`src/rtl/srio_rx_type9_filter_pkg.sv`:
```
// Shared SRIO receive definitions: FTYPE field layout, FSM states and the
// header routing decision used by the type-9 filter.
package srio_pkg;

  localparam logic [3:0] FTYPE_DS = 4'd9;
  localparam int         FTYPE_HI = 55;
  localparam int         FTYPE_LO = 52;

  typedef enum logic [1:0] {
    IDLE,
    FWD_T9,
    FWD_OTH,
    DROP
  } rx_state_e;

  typedef enum logic [1:0] {
    RT_DROP,
    RT_T9,
    RT_OTH
  } route_e;

  // Destination of a packet, decided once from its header beat.
  function automatic route_e hdr_route(input logic en, input logic [3:0] ftype,
                                       input logic oth_en);
    if (!en) return RT_DROP;
    if (ftype == FTYPE_DS) return RT_T9;
    return oth_en ? RT_OTH : RT_DROP;
  endfunction

endpackage

```
`src/rtl/srio_rx_type9_filter_reg_slice.sv`:
```
// One-entry AXI-Stream output register (data + last). The owner loads it
// only when free; contents hold until the consumer takes them.
module srio_axis_reg_slice #(
  parameter int DW = 64
) (
  input  logic          clk,
  input  logic          rst_n,
  input  logic          load,
  input  logic [DW-1:0] in_data,
  input  logic          in_last,
  input  logic          out_ready,
  output logic          out_valid,
  output logic [DW-1:0] out_data,
  output logic          out_last,
  output logic          free
);

  logic          valid_q, valid_d;
  logic [DW-1:0] data_q, data_d;
  logic          last_q, last_d;

  always_comb begin
    valid_d = valid_q;
    data_d  = data_q;
    last_d  = last_q;
    if (load) begin
      valid_d = 1'b1;
      data_d  = in_data;
      last_d  = in_last;
    end else if (out_ready) begin
      valid_d = 1'b0;
    end
  end

  always_ff @(posedge clk or negedge rst_n) begin
    if (!rst_n) begin
      valid_q <= 1'b0;
      data_q  <= '0;
      last_q  <= 1'b0;
    end else begin
      valid_q <= valid_d;
      data_q  <= data_d;
      last_q  <= last_d;
    end
  end

  assign out_valid = valid_q;
  assign out_data  = data_q;
  assign out_last  = last_q;
  assign free      = !valid_q || out_ready;

endmodule

```
`src/rtl/srio_rx_type9_filter.sv`:
```
// SRIO receive router: steers type-9 packets to the unpacker port, other
// FTYPEs to a secondary port (or drops them), truncates oversize packets.
module srio_rx_type9_filter
  import srio_pkg::*;
#(
  parameter int MAX_BEATS = 33,
  parameter int CNT_W     = 16,
  parameter int OTHER_EN  = 1
) (
  input  logic             AXIS_ACLK,
  input  logic             AXIS_ARESETN,
  input  logic             enable,
  input  logic [63:0]      S_AXIS_TDATA,
  input  logic             S_AXIS_TVALID,
  input  logic             S_AXIS_TLAST,
  output logic             S_AXIS_TREADY,
  output logic [63:0]      M_AXIS_T9_TDATA,
  output logic             M_AXIS_T9_TVALID,
  output logic             M_AXIS_T9_TLAST,
  input  logic             M_AXIS_T9_TREADY,
  output logic [63:0]      M_AXIS_OTH_TDATA,
  output logic             M_AXIS_OTH_TVALID,
  output logic             M_AXIS_OTH_TLAST,
  input  logic             M_AXIS_OTH_TREADY,
  output logic [CNT_W-1:0] t9_count,
  output logic [CNT_W-1:0] oth_count,
  output logic [CNT_W-1:0] drop_count,
  output logic [CNT_W-1:0] err_count
);

  localparam int BW = $clog2(MAX_BEATS + 1);

  rx_state_e        state_q, state_d;
  logic [BW-1:0]    beat_cnt_q, beat_cnt_d, beat_num;
  logic [CNT_W-1:0] t9_cnt_q, t9_cnt_d, oth_cnt_q, oth_cnt_d;
  logic [CNT_W-1:0] drop_cnt_q, drop_cnt_d, err_cnt_q, err_cnt_d;
  route_e           route;
  logic             t9_free, oth_free, t9_load, oth_load, fwd_last;
  logic             rdy, acc, over, is_idle, to_t9, to_oth;

  assign route   = hdr_route(enable, S_AXIS_TDATA[FTYPE_HI:FTYPE_LO], OTHER_EN != 0);
  assign is_idle = (state_q == IDLE);
  // Beat number of the beat currently offered; the header is beat 1.
  assign beat_num = is_idle ? BW'(1) : beat_cnt_q + BW'(1);
  assign over     = (beat_num == BW'(MAX_BEATS)) && !S_AXIS_TLAST;
  assign to_t9    = (state_q == FWD_T9)  || (is_idle && route == RT_T9);
  assign to_oth   = (state_q == FWD_OTH) || (is_idle && route == RT_OTH);

  always_comb begin
    rdy = 1'b1;
    case (state_q)
      IDLE: begin
        case (route)
          RT_T9:   rdy = t9_free;
          RT_OTH:  rdy = oth_free;
          default: rdy = 1'b1;
        endcase
      end
      FWD_T9:  rdy = t9_free;
      FWD_OTH: rdy = oth_free;
      default: rdy = 1'b1;
    endcase
  end

  assign S_AXIS_TREADY = AXIS_ARESETN && rdy;
  assign acc           = S_AXIS_TVALID && S_AXIS_TREADY;

  always_comb begin
    state_d    = state_q;
    beat_cnt_d = beat_cnt_q;
    t9_cnt_d   = t9_cnt_q;
    oth_cnt_d  = oth_cnt_q;
    drop_cnt_d = drop_cnt_q;
    err_cnt_d  = err_cnt_q;
    t9_load    = 1'b0;
    oth_load   = 1'b0;
    fwd_last   = S_AXIS_TLAST || over;
    if (acc) begin
      if (to_t9 || to_oth) begin
        t9_load  = to_t9;
        oth_load = to_oth;
        if (is_idle && to_t9)  t9_cnt_d  = t9_cnt_q + CNT_W'(1);
        if (is_idle && to_oth) oth_cnt_d = oth_cnt_q + CNT_W'(1);
        if (S_AXIS_TLAST) begin
          state_d    = IDLE;
          beat_cnt_d = '0;
        end else if (over) begin
          // Truncated: the output saw a forced TLAST, swallow the rest.
          err_cnt_d  = err_cnt_q + CNT_W'(1);
          state_d    = DROP;
          beat_cnt_d = '0;
        end else begin
          state_d    = to_t9 ? FWD_T9 : FWD_OTH;
          beat_cnt_d = beat_num;
        end
      end else begin
        if (is_idle) drop_cnt_d = drop_cnt_q + CNT_W'(1);
        state_d    = S_AXIS_TLAST ? IDLE : DROP;
        beat_cnt_d = '0;
      end
    end
  end

  always_ff @(posedge AXIS_ACLK or negedge AXIS_ARESETN) begin
    if (!AXIS_ARESETN) begin
      state_q    <= IDLE;
      beat_cnt_q <= '0;
      t9_cnt_q   <= '0;
      oth_cnt_q  <= '0;
      drop_cnt_q <= '0;
      err_cnt_q  <= '0;
    end else begin
      state_q    <= state_d;
      beat_cnt_q <= beat_cnt_d;
      t9_cnt_q   <= t9_cnt_d;
      oth_cnt_q  <= oth_cnt_d;
      drop_cnt_q <= drop_cnt_d;
      err_cnt_q  <= err_cnt_d;
    end
  end

  assign t9_count   = t9_cnt_q;
  assign oth_count  = oth_cnt_q;
  assign drop_count = drop_cnt_q;
  assign err_count  = err_cnt_q;

  srio_axis_reg_slice #(.DW(64)) u_t9 (
    .clk       (AXIS_ACLK),
    .rst_n     (AXIS_ARESETN),
    .load      (t9_load),
    .in_data   (S_AXIS_TDATA),
    .in_last   (fwd_last),
    .out_ready (M_AXIS_T9_TREADY),
    .out_valid (M_AXIS_T9_TVALID),
    .out_data  (M_AXIS_T9_TDATA),
    .out_last  (M_AXIS_T9_TLAST),
    .free      (t9_free)
  );

  generate
    if (OTHER_EN != 0) begin : g_oth
      srio_axis_reg_slice #(.DW(64)) u_oth (
        .clk       (AXIS_ACLK),
        .rst_n     (AXIS_ARESETN),
        .load      (oth_load),
        .in_data   (S_AXIS_TDATA),
        .in_last   (fwd_last),
        .out_ready (M_AXIS_OTH_TREADY),
        .out_valid (M_AXIS_OTH_TVALID),
        .out_data  (M_AXIS_OTH_TDATA),
        .out_last  (M_AXIS_OTH_TLAST),
        .free      (oth_free)
      );
    end else begin : g_no_oth
      // Routing never selects OTH here, so the free flag is never consulted.
      assign M_AXIS_OTH_TVALID = 1'b0;
      assign M_AXIS_OTH_TDATA  = '0;
      assign M_AXIS_OTH_TLAST  = 1'b0;
      assign oth_free          = 1'b0;
    end
  endgenerate

endmodule

```
`config.mk`:
```
export PLATFORM = sky130hd
export DESIGN_NAME = srio_rx_type9_filter
export DESIGN_NICKNAME = d
export VERILOG_FILES = /design/src/rtl/srio_rx_type9_filter_pkg.sv /design/src/rtl/srio_rx_type9_filter_reg_slice.sv /design/src/rtl/srio_rx_type9_filter.sv
export SDC_FILE = /design/constraint.sdc
export NUM_CORES = 1
export LEC_CHECK = 0
export ABC_AREA = 1
export CAP_MARGIN = 0
export CORE_MARGIN = 5
export CORE_UTILIZATION = 50
export DETAILED_ROUTE_END_ITERATION = 6
export GPL_ROUTABILITY_DRIVEN = 0
export HOLD_SLACK_MARGIN = 0.06
export PLACE_DENSITY = 0.94
export SKIP_LAST_GASP = 1
export SYNTH_ARGS = -nofsm -noshare
export SYNTH_HDL_FRONTEND = slang
export SYNTH_HIERARCHICAL = 1
export SYNTH_SLANG_ARGS = --single-unit
```
`constraint.sdc`:
```
create_clock -name AXIS_ACLK -period 3.05 [get_ports AXIS_ACLK]
set_input_delay 0.305 -clock AXIS_ACLK [delete_from_list [all_inputs] [get_ports AXIS_ACLK]]
set_output_delay 0.305 -clock AXIS_ACLK [all_outputs]
set_load 0.02 [all_outputs]
```
Word-level counts from Yosys, hierarchy flattened
Cells that the tools add are included.
{"block": "word_totals", "register_bits": 204, "input_bits": 71, "output_inout_bits": 197, "wordCells": 73}
{"block": "op_classes", "add_sub_neg": 5, "n_eq_ne": 6, "muxes": 25, "bitwise": 2, "n_reduce_logical": 23}
{"cell": "16-bit by 1-bit adder with 16-bit output, second input constant", "count": 4}
{"cell": "6-bit 2-to-1 mux", "count": 4}
{"cell": "2-bit 2-to-1 mux", "count": 9}
{"cell": "1-bit 2-to-1 mux", "count": 10}
{"cell": "3-bit AND reduction", "count": 3}
{"cell": "1-bit logical AND", "count": 7}
{"cell": "6-bit by 1-bit adder with 6-bit output, second input constant", "count": 1}
{"cell": "6-bit equality test, second input constant", "count": 1}
{"cell": "1-bit logical OR", "count": 6}
{"cell": "2-bit by 1-bit equality test with 1-bit output, second input constant", "count": 2}
{"cell": "2-bit equality test, second input constant", "count": 2}
{"cell": "4-bit equality test, second input constant", "count": 1}
{"cell": "4-bit AND reduction", "count": 1}
{"cell": "2-bit nonzero test", "count": 2}
{"cell": "1-bit logical NOT", "count": 3}
{"cell": "1-bit one-hot mux with 3 select lines", "count": 1}
{"cell": "2-bit logical NOT", "count": 1}
{"cell": "1-bit inverter", "count": 2}
{"cell": "1-bit one-hot mux with 2 select lines", "count": 1}

Logic depth before layout (Yosys ltp)
Gate-level depths: netlist (run 1).
{"block": "depth", "ltp_word": 12, "ltp_mapped": 14, "mapped_depth_nobuf": 12}

Cells and area by module
Netlist (run 1), hierarchy kept.
{"module": "srio_axis_reg_slice", "instances": 2, "cells_per_inst": 279, "area_per_inst_um2": 2511.2, "seq_area_each_um2": 1651.6}
{"module": "srio_rx_type9_filter", "instances": 1, "cells_per_inst": 577, "area_per_inst_um2": 4372.9, "seq_area_each_um2": 1801.7}

Worst setup path before layout (run 1)
No wires, ideal clock.
{"block": "synth_path", "kind": "reg-to-reg", "start": "register u_t9.valid_q (netlist: u_t9/out_valid)", "end": "register u_t9.data_q[11] (netlist: u_t9/out_data[11])", "setup_time_ps": 117, "arrival_ps": 1789, "required_time_ps": 2933, "path_slack_ps": 1144, "path_stages_with_launch": 14, "path_buffers": 3, "synth_period_minus_slack_ps": 1906, "cell_sequence": "dfrtp_1 nand2_1 inv_1 nand2_1 o21ai_0 a21boi_2 nand3_2 buf_2 nor2_1 inv_2 buf_4 buf_6 nand2_1 nand2_1"}
{"block": "synth_between", "elab_chain_len": 7}
{"item": "from (decl)", "line": "srio_rx_type9_filter_reg_slice.sv:18", "text": "logic valid_q, valid_d;"}
{"item": "from (signal assigned)", "line": "srio_rx_type9_filter_reg_slice.sv:41", "text": "valid_q <= valid_d;"}
{"item": "1-bit logical NOT *", "line": "srio_rx_type9_filter_reg_slice.sv:50", "text": "assign free = !valid_q || out_ready;"}
{"item": "1-bit logical OR *", "line": "srio_rx_type9_filter_reg_slice.sv:50"}
{"item": "named net t9_free", "line": "srio_rx_type9_filter.sv:38", "text": "logic t9_free, oth_free, t9_load, oth_load, fwd_last;"}
{"item": "1-bit one-hot mux with 2 select lines", "line": "srio_rx_type9_filter.sv:53", "text": "case (route)"}
{"item": "1-bit one-hot mux with 3 select lines *", "line": "srio_rx_type9_filter.sv:51", "text": "case (state_q)"}
{"item": "1-bit logical AND *", "line": "srio_rx_type9_filter.sv:65", "text": "assign S_AXIS_TREADY = AXIS_ARESETN && rdy;"}
{"item": "1-bit logical AND *", "line": "srio_rx_type9_filter.sv:66", "text": "assign acc = S_AXIS_TVALID && S_AXIS_TREADY;"}
{"item": "1-bit 2-to-1 mux *", "line": "srio_rx_type9_filter.sv:78", "text": "if (acc) begin"}
{"item": "named net t9_load", "line": "srio_rx_type9_filter.sv:38"}
{"item": "to (signal assigned)", "line": "srio_rx_type9_filter_reg_slice.sv:42", "text": "data_q <= data_d;"}
{"item": "to (decl)", "line": "srio_rx_type9_filter_reg_slice.sv:19", "text": "logic [DW-1:0] data_q, data_d;"}
Mark *: on every way through the listed nets, which the timed path passes. The rest lies on a longest branch.
A chain may end at the register's enable or synchronous reset.

Final worst setup path (run 1)
{"block": "layout_path", "start": "register u_t9.valid_q (netlist: u_t9/out_valid)", "end": "register g_oth.u_oth.data_q[39] (netlist: g_oth.u_oth/out_data[39])"}
{"block": "layout_between", "elab_chain_len": 7}
{"item": "1-bit logical NOT *", "line": "srio_rx_type9_filter_reg_slice.sv:50"}
{"item": "1-bit logical OR *", "line": "srio_rx_type9_filter_reg_slice.sv:50"}
{"item": "named net t9_free", "line": "srio_rx_type9_filter.sv:38"}
{"item": "1-bit one-hot mux with 2 select lines", "line": "srio_rx_type9_filter.sv:53"}
{"item": "1-bit one-hot mux with 3 select lines *", "line": "srio_rx_type9_filter.sv:51"}
{"item": "1-bit logical AND *", "line": "srio_rx_type9_filter.sv:65"}
{"item": "1-bit logical AND *", "line": "srio_rx_type9_filter.sv:66"}
{"item": "1-bit 2-to-1 mux *", "line": "srio_rx_type9_filter.sv:78"}
{"item": "named net oth_load", "line": "srio_rx_type9_filter.sv:38"}
{"item": "to (signal assigned)", "line": "srio_rx_type9_filter_reg_slice.sv:42"}
{"item": "to (decl)", "line": "srio_rx_type9_filter_reg_slice.sv:19"}
Marked as above.

==> impl_metrics.json, run 1 <==
{
  "final-seq-area_um2": 5100,
  "clock-root-buffer": "clkbuf_16",
  "power_mw": 11.1,
  "htreeDepth": 1,
  "grt_max_degree": 87,
  "grt-ovfl-total": 0,
  "synth_top_area_share": 0.543,
  "portBuffers": 267,
  "fill_cells": 1369,
  "worst_r2r_startpoint": "u_t9/out_valid",
  "postCtsSetupBuffers": 0,
  "syn_area_um2": 9400,
  "drc": 0,
  "setup_tns_ns": 0,
  "core_um2": 18600,
  "synthTopCellsByCount": "593 x nand2_1, 204 x dfrtp_1, 56 x nand3_1",
  "min_path_type": "input port to asynchronous set/reset pin",
  "numCtsBuffers": 22,
  "antenna_left": 0,
  "cp-end-kind": "flip-flop",
  "stdcell_count": 1639,
  "syn-instance-count": 1135,
  "initial_core_util": 0.506,
  "r2r-end": "g_oth.u_oth/out_data[39]",
  "multi_input_area_um2": 3800,
  "yosysUniqueCellTypes": 28,
  "final_nets": 1467,
  "clk_pin_slew_ns": 0.06,
  "setup_viol": 0,
  "routed_wl_um": 27800,
  "vias": 8680,
  "synth.yosys.warnings": 6,
  "clock_skew_ns": 0.0168,
  "antenna_found_initial": 0,
  "relSlewSlack": 0.279,
  "async_flop_share": 1.00,
  "die_x_um": 147,
  "drt_iter0_drc": 540,
  "cp.arrival_ns": 2.96,
  "rrSetupSlack_ns": 0.52,
  "synth_most_common_cell": "nand2_1",
  "utilization": 0.692,
  "cts_buffer_depth": 3,
  "max_clock_freq_mhz": 395,
  "syn_to_final_growth_pct": 36.9,
  "dp_cells": 1600,
  "reg2regPathDepth": 10,
  "grt_use_total": 0.251,
  "fp.dieArea_um2": 21600,
  "post-route-period-util": 0.830,
  "synth_edf_count": 0,
  "drt_pass1_iterations": 5,
  "cts_sinks": 204,
  "dp_hpwl_um": 19100,
  "viasPerCell": 5.30,
  "wl_per_cell_um": 17.0,
  "avgSynthCellArea_um2": 8.28,
  "rows": 50,
  "slew_viol_final": 0,
  "yosys-top-cells-area": "dfrtp_1 54%, nand2_1 24%, xnor2_1 3.2%, nand3_1 3.0%, xor2_1 2.0%",
  "yosys_register_bits": 204,
  "crit_fanout": 65,
  "dieHeight_um": 147,
  "synth_top_cell_by_area": "dfrtp_1",
  "cellLeakagePower_nw": 6.21,
  "outcome": "finished clean",
  "rsz0062_at_grt": "false",
  "fin_crit_ns": 2.53,
  "drive_above_1_share": 0.0534,
  "grt_pass1_wl_um": 44900,
  "vdd_drop_max_mv": 0.569,
  "io_pins": 268,
  "cap_violations": 0,
  "diodes": 0,
  "syn-num-nets": 1211,
  "holdWs_ns": 0.189,
  "yosysSeqAreaShare": 0.543,
  "worst_pin_slew_ns": 1.08,
  "cts_tree": "built",
  "clock_latency_ns": 0.51,
  "power_density_nw_per_um2": 861,
  "grt_pass1_vias": 8744,
  "finalHoldViolCount": 0,
  "startpoint_type": "flip-flop",
  "critical_path_class": "flip-flop to flip-flop",
  "ys.flop_type": "dfrtp_1",
  "critPathRequiredTime_ns": 3.48
}
sequential cells by signal, summed over array words and instances (netlist names):
| signal | flops |
|---|---|
| g_oth.u_oth/out_data | 64 |
| u_t9/out_data | 64 |
| drop_count | 16 |
| err_count | 16 |
| oth_count | 16 |
| t9_count | 16 |
| beat_cnt_q | 6 |
| state_q | 2 |
| g_oth.u_oth/out_last | 1 |
| g_oth.u_oth/out_valid | 1 |
| u_t9/out_last | 1 |
| u_t9/out_valid | 1 |
metal layers:
metal,track usage,routed length (um),part of all wire
met5,0,0,0
met4,0.0699,729,0.026
met3,0.0561,2140,0.077
met2,0.437,13800,0.50
met1,0.316,11200,0.40
layout make-up:
type                    count  share of cell area
flip-flops and latches    204               0.397
multi-input cells         838               0.296
repair buffers            277               0.217
clock buffers              28              0.0484
well taps                 234              0.0228
inverters                  48              0.0140
clock inverters            10             0.00525
cell usage in the layout, fill, tap and decap left out:
cell	Yosys	layout
clkbuf_16	0	22
o21ai_2	5	5
nor4_1	1	1
nor2_2	2	2
nor2_1	42	40
nand3b_1	4	4
o21ai_0	13	13
nand2_2	2	2
nand3_1	56	56
clkinvlp_4	0	1
xor2_1	21	21
nand3_2	4	4
dfrtp_1	204	204
clkbuf_8	0	6
nor3_1	15	15
clkinv_2	0	7
nand2_4	1	1
dlygate4sd3_1	0	1
inv_1	42	42
clkinv_4	0	1
buf_4	18	6
nand2_1	593	593
nor3_4	1	1
buf_12	0	3
xnor2_1	34	34
nand4_1	27	27
o21ai_1	7	7
nand3_4	1	1
a21boi_2	1	1
nor2_4	3	5
inv_2	6	6
clkbuf_1	3	1
clkdlybuf4s50_1	0	266
clkinv_8	0	1
ha_1	5	5
through the flow:
step	setup slack [ns]	cell area, um^2
final	0.519	12900
after global routing	0.372	12900
after CTS	0.582	12900
after detailed placement	0.243	12200
after global placement	0.310	12200
after floorplan	1.14	9400
kinds of logic after synthesis:
family	after synthesis	share of synthesized area
buffers and inverters	93	0.0535
AOI/OAI and AO/OA	26	0.0165
DFF	204	0.543
adders and majority gates	5	0.00666
xor gates and xnor gates	55	0.0513
and+or+nand+nor	752	0.329
worst max path at each step:
stage                           from                        to  cells after the start
finish                u_t9/out_valid  g_oth.u_oth/out_data[39]                     10
global route          u_t9/out_valid  g_oth.u_oth/out_data[39]                     10
CTS                   u_t9/out_valid             S_AXIS_TREADY                      8
detailed placement  S_AXIS_TDATA[55]              t9_count[15]                     12
global placement    S_AXIS_TDATA[54]  g_oth.u_oth/out_data[23]                     11
floorplan             u_t9/out_valid         u_t9/out_data[11]                     13
report_power, final:
group	switching [mW]	leakage, nW	internal (mW)
clock	1.09	0.347	1.45
sequential	0.580	2.64	3.58
combinational	2.44	3.22	1.94
timing repair:
item | in CTS | in global routing
resized for setup | 0 | 0
hold buffers | 1 | 0
endpoints found under the hold margin | 6 | 0
critical path, stage by stage, from the launching register on:
cell	delay [ns]
dfrtp_1	0.38
nand2_1	0.12
inv_1	0.07
nand2_1	0.06
o21ai_0	0.10
a21boi_2	0.18
nand3_2	0.34
nor2_4	0.21
buf_4	0.64
nand2_1	0.16
nand2_1	0.15
Note: power is estimated with default switching activity, not from simulation.
==> run 2: changes to the inputs <==
--- a/config.mk
+++ b/config.mk
@@ -8,11 +8,11 @@
 export ABC_AREA = 1
 export CAP_MARGIN = 0
 export CORE_MARGIN = 5
-export CORE_UTILIZATION = 50
+export CORE_UTILIZATION = 44
 export DETAILED_ROUTE_END_ITERATION = 6
 export GPL_ROUTABILITY_DRIVEN = 0
 export HOLD_SLACK_MARGIN = 0.06
-export PLACE_DENSITY = 0.94
+export PLACE_DENSITY = 0.89
 export SKIP_LAST_GASP = 1
 export SYNTH_ARGS = -nofsm -noshare
 export SYNTH_HDL_FRONTEND = slang
==> constraint.sdc (replaced) <==
create_clock -name AXIS_ACLK -period 2.31 [get_ports AXIS_ACLK]
set_input_delay 0.231 -clock AXIS_ACLK [delete_from_list [all_inputs] [get_ports AXIS_ACLK]]
set_output_delay 0.231 -clock AXIS_ACLK [all_outputs]
set_load 0.02 [all_outputs]
==> run 2 against run 1 <==
Routed wire length shrank 3.6%. Global-route usage shrank 3.3 points. First-iteration DRC count grew 0.56%.
==> impl_metrics.json, run 2 (synthesis results as in run 1) <==
{
  "final_area_um2": 13200,
  "crit_start": "state_q[0]",
  "routed_wl_um": 26800,
  "vias": 8519,
  "place_area_um2": 12400,
  "grt_pass1_vias": 8632,
  "portBuffers": 267,
  "outcome": "finished clean",
  "dieHeight_um": 156,
  "dp_hpwl_um": 19000,
  "dp_cells": 1658,
  "cap_violations": 0,
  "critPathRequiredTime_ns": 2.08,
  "post-route-period-util": 0.909,
  "clock-root-buffer": "clkbuf_16",
  "fin_crit_ns": 2.10,
  "rows": 53,
  "worst_path_largest_cell_delay_ns": 0.43,
  "max_clock_freq_mhz": 476,
  "cp.arrival_ns": 1.87,
  "worst_pin_slew_ns": 0.628,
  "clk_pin_slew_ns": 0.06,
  "clock_latency_ns": 0.50,
  "sw_frac_of_total": 0.360,
  "worst_r2r_startpoint": "state_q[0]",
  "cpLargestDelayFamily": "buffers and inverters",
  "startpoint_type": "flip-flop",
  "drc": 0,
  "clock_skew_ns": 0.0146,
  "worstPathBufferInverterCount": 3,
  "core_um2": 21000,
  "io_pins": 268,
  "slew_viol_final": 0,
  "final_common_cell": "nand2_1",
  "grt_use_total": 0.218,
  "rsz0062_at_grt": "false",
  "htreeDepth": 1,
  "finalHoldViolCount": 0,
  "p_seq_frac": 0.369,
  "cp_cell_sequence": "inv_1, nand2_2, a21boi_2, nand2_1, inv_1, dlygate4sd2_1",
  "drive_above_1_share": 0.0625,
  "stdcell_count": 1699,
  "vdd_drop_max_mv": 0.833,
  "initial_core_util": 0.447,
  "cp_common_cell": "inv_1",
  "share_comb_of_total_power": 0.392,
  "wl_per_cell_um": 15.8,
  "rrSetupSlack_ns": 0.34,
  "diodes": 0,
  "min_path_type": "input port to flip-flop",
  "utilization": 0.626,
  "syn_to_final_growth_pct": 40.1,
  "numCtsBuffers": 23,
  "drt_iter0_drc": 543,
  "p_sw_mw": 5.33,
  "fp.dieArea_um2": 24400,
  "drt_pass1_iterations": 5,
  "antenna_found_initial": 0,
  "layout_common_cells": "593 x nand2_1, 265 x clkdlybuf4s50_1, 204 x dfrtp_1, 56 x nand3_1, 42 x inv_1",
  "crit_fanout": 10,
  "min_to": "u_t9/out_data[48]",
  "reg2regPathDepth": 9,
  "cellLeakagePower_nw": 6.34,
  "grt-ovfl-total": 0,
  "cts_buffer_depth": 3,
  "critical_path_class": "flip-flop to output pin",
  "holdPathStages": 3,
  "grt_pass1_wl_um": 43900,
  "setup_viol": 0,
  "cts_sinks": 204,
  "cpMaxStageDelayCell": "dfrtp_1",
  "r2r-end": "t9_count[15]",
  "p_clk_frac": 0.238,
  "fill_cells": 1701,
  "power_density_nw_per_um2": 1120,
  "relSlewSlack": 0.581,
  "setup_tns_ns": 0,
  "min_from": "S_AXIS_TDATA[48]",
  "cts_tree": "built",
  "viasPerCell": 5.01,
  "die_x_um": 156,
  "final_nets": 1485,
  "p_int_mw": 9.48,
  "antenna_left": 0,
  "grt_max_degree": 118,
  "cp-end-kind": "output pin"
}
-- run 2: cell count changes in the layout (fill, tap and decap cells not counted), sizes merged --
| cell | before | now |
|---|---|---|
| inv | 48 | 50 |
| bufinv | 0 | 1 |
| clkbuf | 29 | 36 |
| clkdlybuf4s50 | 266 | 265 |
| clkinvlp | 1 | 0 |
| clkinv | 9 | 2 |
| buf | 9 | 26 |
| dlygate4sd2 | 0 | 1 |
-- run 2: timing repair --
action | 4_1_cts | 5_1_grt
setup buffers | 0 | 0
gates resized for setup | 1 | 0
hold buffers | 1 | 0
hold endpoints to repair | 163 | 0
setup endpoints to repair | 1 | 0
-- run 2: worst max path at each step --
stage                              endpoint  depth (start not counted)  slack [ns]
after floorplan           u_t9/out_data[11]                         13        0.40
after global placement    u_t9/out_data[57]                         13        0.13
after detailed placement        t9_count[6]                         13        0.08
after CTS                     S_AXIS_TREADY                          6        0.20
after global routing          S_AXIS_TREADY                          7         0.1
final                         S_AXIS_TREADY                          6        0.21
-- run 2: power groups by stage --
stage	sequential [mW]	clock (mW)	combinational, mW
finish	5.47	3.53	5.81
global route	5.64	3.77	6.24
CTS	5.46	3.61	5.88
detailed placement	5.49	0	5.85
global placement	5.45	0	5.71
floorplan	6.83	0	1.34
-- run 2: per-stage QoR --
step	worst slack [ns]	hold WS (ns)	power [mW]
detailed placement	0.0772	0.430	11.3
global route	0.0992	0.290	15.6
global placement	0.130	0.429	11.2
finish	0.209	0.296	14.8
CTS	0.199	0.271	14.9
floorplan	0.404	-0.0646	8.17
-- run 2: area by class of cell --
type / instances / area, um^2 / share of cell area
Clock buffer: 35 / 681 / 0.0517
Clock inverter: 5 / 57.6 / 0.00437
Inverter: 48 / 180 / 0.0137
Multi-Input combinational cell: 838 / 3800 / 0.289
Sequential cell: 204 / 5100 / 0.388
Tap cell: 275 / 344 / 0.0261
Timing Repair Buffer: 294 / 2990 / 0.227
-- run 2: metal layers --
layer	vias up	GRT usage	routed length, um
li1	4083	-	-
met1	4042	0.280	11100
met2	336	0.375	13100
met3	58	0.0411	1870
met4	0	0.0694	799
met5	-	0	0
-- run 2: worst reg2reg max path, delay by kind of cell (launching register included) --
family,cells,cell delay [ns]
flip-flops,1,0.43
buffers and inverters,2,0.27
AO/OA/AOI/OAI,2,0.28
AND/OR/NAND/NOR,5,0.87
